File: config.mk
export PLATFORM = sky130hd
export DESIGN_NAME = my_top_level
export DESIGN_NICKNAME = d
export VERILOG_FILES = /design/src/rtl/my_top_level_pkg.sv /design/src/rtl/my_top_level_adder_comb.sv /design/src/rtl/my_top_level.sv
export SDC_FILE = /design/constraint.sdc
export NUM_CORES = 1
export LEC_CHECK = 0
export ABC_AREA = 1
export BUFFER_PORTS_ARGS = -buffer_cell sky130_fd_sc_hd__buf_4
export CAP_MARGIN = 20
export CELL_PAD_IN_SITES_DETAIL_PLACEMENT = 1
export CELL_PAD_IN_SITES_GLOBAL_PLACEMENT = 2
export CORE_ASPECT_RATIO = 0.6
export CORE_MARGIN = 1
export CORE_UTILIZATION = 24
export CTS_CLUSTER_DIAMETER = 200
export DETAILED_ROUTE_END_ITERATION = 8
export GPL_TIMING_DRIVEN = 1
export PLACE_DENSITY_LB_ADDON = 0.1
export RECOVER_POWER = 25
export SYNTH_ARGS = -nofsm -noshare
export SYNTH_HDL_FRONTEND = slang
export SYNTH_SLANG_ARGS = --single-unit
File: constraint.sdc
create_clock -name clk -period 2.2 [get_ports clk]
set_input_delay 0.11 -clock clk [delete_from_list [all_inputs] [get_ports clk]]
set_output_delay 0.11 -clock clk [all_outputs]
set_load 0.02 [all_outputs]
File: src/rtl/my_top_level_pkg.sv
// Shared types and constants for the registered adder slice.
package my_top_level_pkg;

  localparam int unsigned WIDTH_DEFAULT = 8;

  typedef logic [WIDTH_DEFAULT-1:0] operand_t;

  localparam operand_t RESULT_RST = '0;

endpackage

File: src/rtl/my_top_level_adder_comb.sv
// Purely combinational unsigned adder exposing both the WIDTH-bit sum and the carry-out.
module adder_comb #(
  parameter int unsigned WIDTH = 8
) (
  input  logic [WIDTH-1:0] a,
  input  logic [WIDTH-1:0] b,
  output logic [WIDTH-1:0] sum_c,
  output logic             carry_c
);

  // Widen both operands before adding so the carry is captured explicitly.
  assign {carry_c, sum_c} = (WIDTH+1)'(a) + (WIDTH+1)'(b);

endmodule

File: src/rtl/my_top_level.sv
// Registered modulo-2^WIDTH adder: samples io_A/io_B every edge, one-cycle latency,
// synchronous active-low reset clears the result.
module my_top_level
  import my_top_level_pkg::*;
#(
  parameter int unsigned WIDTH = WIDTH_DEFAULT
) (
  input  logic             clk,
  input  logic             reset,
  input  logic [WIDTH-1:0] io_A,
  input  logic [WIDTH-1:0] io_B,
  output logic [WIDTH-1:0] io_X
);

  logic [WIDTH-1:0] sum_c;
  logic             carry_c;
  logic [WIDTH-1:0] result_q;

  adder_comb #(
    .WIDTH (WIDTH)
  ) u_adder (
    .a       (io_A),
    .b       (io_B),
    .sum_c   (sum_c),
    .carry_c (carry_c)
  );

  // Result register; reset overrides the sum on the same edge.
  always_ff @(posedge clk) begin
    if (!reset) begin
      result_q <= WIDTH'(RESULT_RST);
    end else begin
      result_q <= sum_c;
    end
  end

  assign io_X = result_q;

  // Carry is deliberately dropped from the datapath; it only backs the width check below.
  a_full_sum : assert property (@(posedge clk)
    {carry_c, sum_c} == ((WIDTH+1)'(io_A) + (WIDTH+1)'(io_B)));

  a_sum_after_run : assert property (@(posedge clk)
    $past(reset) |-> (io_X == WIDTH'($past(io_A) + $past(io_B))));

  a_zero_after_rst : assert property (@(posedge clk)
    !$past(reset) |-> (io_X == '0));

endmodule

==> impl_results.md <==
- Worst setup EP type: register
- H-tree levels: 1
- Post-cts resize count: 0
- Slew Limit Fails: 0
- Filler Cells Inserted: 282
- Top-area cell type share of the netlist area: 28.9%
- Tot GR Track Use: 12.8%
- P_leak: 0.435 nW
- Storage element area: 160 µm²
- Final WL: 1340 µm
- Max-Cap Viols: 0
- VDD IR max: 205 µV
- YS warnings: 0
- Startpoint types: primary input
- Hold Buf Count CTS: 0
- Clock-pin slew on the worst setup and hold paths: 0.04 ns
- Die width: 64.0 µm
- CP Class: in -> reg
- First-pass GRT wire length: 2240 µm
- Worst Max-Slew Pin Slew: 0.253 ns
- Register bit total from synthesis: 8
- WP data required: 2.32 ns
- Post-route DRC: 0
- Clk root buf: clkbuf_8
- Pwr/cell area: 632 mW/mm²
- Critical path fanouts, max: 2
- Clock power frac: 35.8%
- Final min period: 1.22 ns
- Min-delay src: reset
- Row cnt: 13
- Status: completed
- Synth top area cells: dfxtp_1, ha_1, nand2_1
- Initial core utilization: 25.4%
- RSZ-0062 raised after global routing: no
- CTS tree: done
- Worst Hold Path EP: io_X[0]$_SDFF_PN0_
- Combinational share of power: 31.5%
- Iter 0 DRT Violations: 18
- Mux cell area share after synthesis: 0%
- Drt via density: 4.23
- Final worst slack: 0.984 ns
- XOR/XNOR Fraction of Synth Area: 1.58%
- Final setup TNS: 0 ns
- Synthesized instance count: 78
- Psw: 0.000150 W
- Synthesized-area fraction occupied by and/or/nand/nor cells: 35.4%
- Fmax: 0.822 GHz
- I/O pins: 26
- Compound-Gate Fraction of Synth Area: 4.51%
- Reg power frac: 32.7%
- Fraction of layout cells with a size suffix above 1: 28.6%
- Adder-cell area share of the yosys netlist: 19.4%
- Slew margin rel.: 83.2%
- First drt pass iteration count: 2
- N_diodes: 0
- Setup bufs post-CTS: 0
- IO buf count: 25
- Area of the multi-input gates: 338 µm²
- Setup WS pre-CTS: 0.767 ns
- Register area share after synthesis: 28.9%
- Syn_nets: 104
- Die H: 39.2 µm
- Non-Filler Instances: 135
- Largest area contributor in the netlist: dfxtp_1
- Dpl hpwl: 1130 µm
- Count of cells along the worst hold path: 3
- Fin crit share: 55.3%
- Arrival @ worst endpoint: 1.33 ns
- Routed WL per cell: 9.93 µm
- P&R area growth vs syn: 44.0%
- Core Box Area: 0.00218 mm²
- Setup-failing EPs final: 0
- Mean Syn Cell Area: 7.11 µm²
- Global placement routability congestion: 0.674
- Initial antenna violation count: 0
- DRT antenna net count: 0
- CTS sink count: 8
- Vias in the first global route: 517
- Netlist cell types: 16
- Sw Ratio: 29.7%
- Internal Power: 0.000355 W
- Util after Layout: 36.6%
- Via count: 571
- Largest family of logic cells by synthesized area: simple AND/OR/NAND/NOR gates
- Longest Clk Path Bufs: 2
- Hold Fails Final Rpt: 0
- Layout Nets: 133
- Synth Cell Area: 554 µm²
- Die area: 0.00251 mm²
- Tightest Hold Check Type: in -> reg
- Post-Place Cells: 132
- Max FFs per register: 8
- Largest net degree at the start of global routing: 9
- Clock buffers created by TritonCTS: 3
- GRT overflow: 0
how the worst max path moves through the flow:
stage                     startpoint                  to  depth (start not counted)  slack [ns]
after floorplan              io_A[0]  io_X[6]$_SDFF_PN0_                          9        1.00
after global placement       io_A[0]  io_X[6]$_SDFF_PN0_                         10        0.82
after detailed placement     io_A[0]  io_X[6]$_SDFF_PN0_                         10        0.77
after CTS                    io_A[0]  io_X[6]$_SDFF_PN0_                         10        1.01
after global routing         io_A[0]  io_X[6]$_SDFF_PN0_                         10        0.85
final                        io_A[0]  io_X[6]$_SDFF_PN0_                         10        0.98
worst max-delay path: stages:
cell and delay [ns]:
clkbuf_4 0.10, ha_1 0.18, inv_1 0.06, fa_1 0.35
inv_1 0.08, nand2_1 0.06, nand2_1 0.08, nand3b_1 0.10
a21oi_1 0.15, nor2_1 0.06
power by group through the flow:
stage	logic (W)	clock network (W)	registers (W)
detailed placement	0.000165	0	0.000168
floorplan	0.0000800	0	0.000189
CTS	0.000166	0.000190	0.000166
global route	0.000180	0.000196	0.000166
global placement	0.000164	0	0.000168
finish	0.000159	0.000181	0.000165
metrics by stage:
step / total power [W] / instance area, µm² / hold slack [ns]
3_3_place_gp: 0.000332 / 768 / 0.384
3_5_place_dp: 0.000333 / 768 / 0.389
2_1_floorplan: 0.000269 / 554 / 0.309
5_1_grt: 0.000543 / 798 / 0.172
4_1_cts: 0.000522 / 810 / 0.150
6_report: 0.000505 / 798 / 0.147
metal layers:
metal / global-route usage, % / up-vias / wire length [µm]
met4: 5.11 / 0 / 4
met5: 0 / - / 0
li1: - / 295 / -
met3: 5.29 / 2 / 98
met1: 15.9 / 257 / 698
met2: 19.7 / 17 / 541
layout by cell type (no fill, tap or decap):
cell type	count
buf_4	21
nand2_1	18
nor2_1	13
inv_1	11
dfxtp_1	8
ha_1	7
a21oi_1	5
nand3_1	4
clkbuf_8	3
clkbuf_1	3
nand3b_1	2
nand2_2	2
and2_4	2
or2_1	1
or2_4	1
clkinv_1	1
xnor2_1	1
fa_1	1
clkbuf_4	1
cells by family (layout without fill, tap and decap cells):
family | Yosys count | after routing
buf+inv | 13 | 40
flops | 8 | 8
compound gates | 5 | 5
xor+xnor | 1 | 1
simple gates | 43 | 43
fa+ha+maj | 8 | 8
synth_stat cells:
library cell	instances
nand3_1	4
or2_4	1
dfxtp_1	8
a21oi_1	5
xnor2_1	1
or2_1	1
nor2_1	13
ha_1	7
clkinv_1	1
and2_4	2
buf_6	1
nand3b_1	2
fa_1	1
nand2_1	18
nand2_2	2
inv_1	11
layout make-up:
cell class | count | share of cell area (%)
timing repair buffer | 25 | 22.1
sequential | 8 | 20.1
multi-input combinational | 57 | 42.3
inverter | 12 | 5.64
tap | 30 | 4.70
clock buffer | 3 | 5.17
Note: power is estimated with default switching activity, not from simulation.
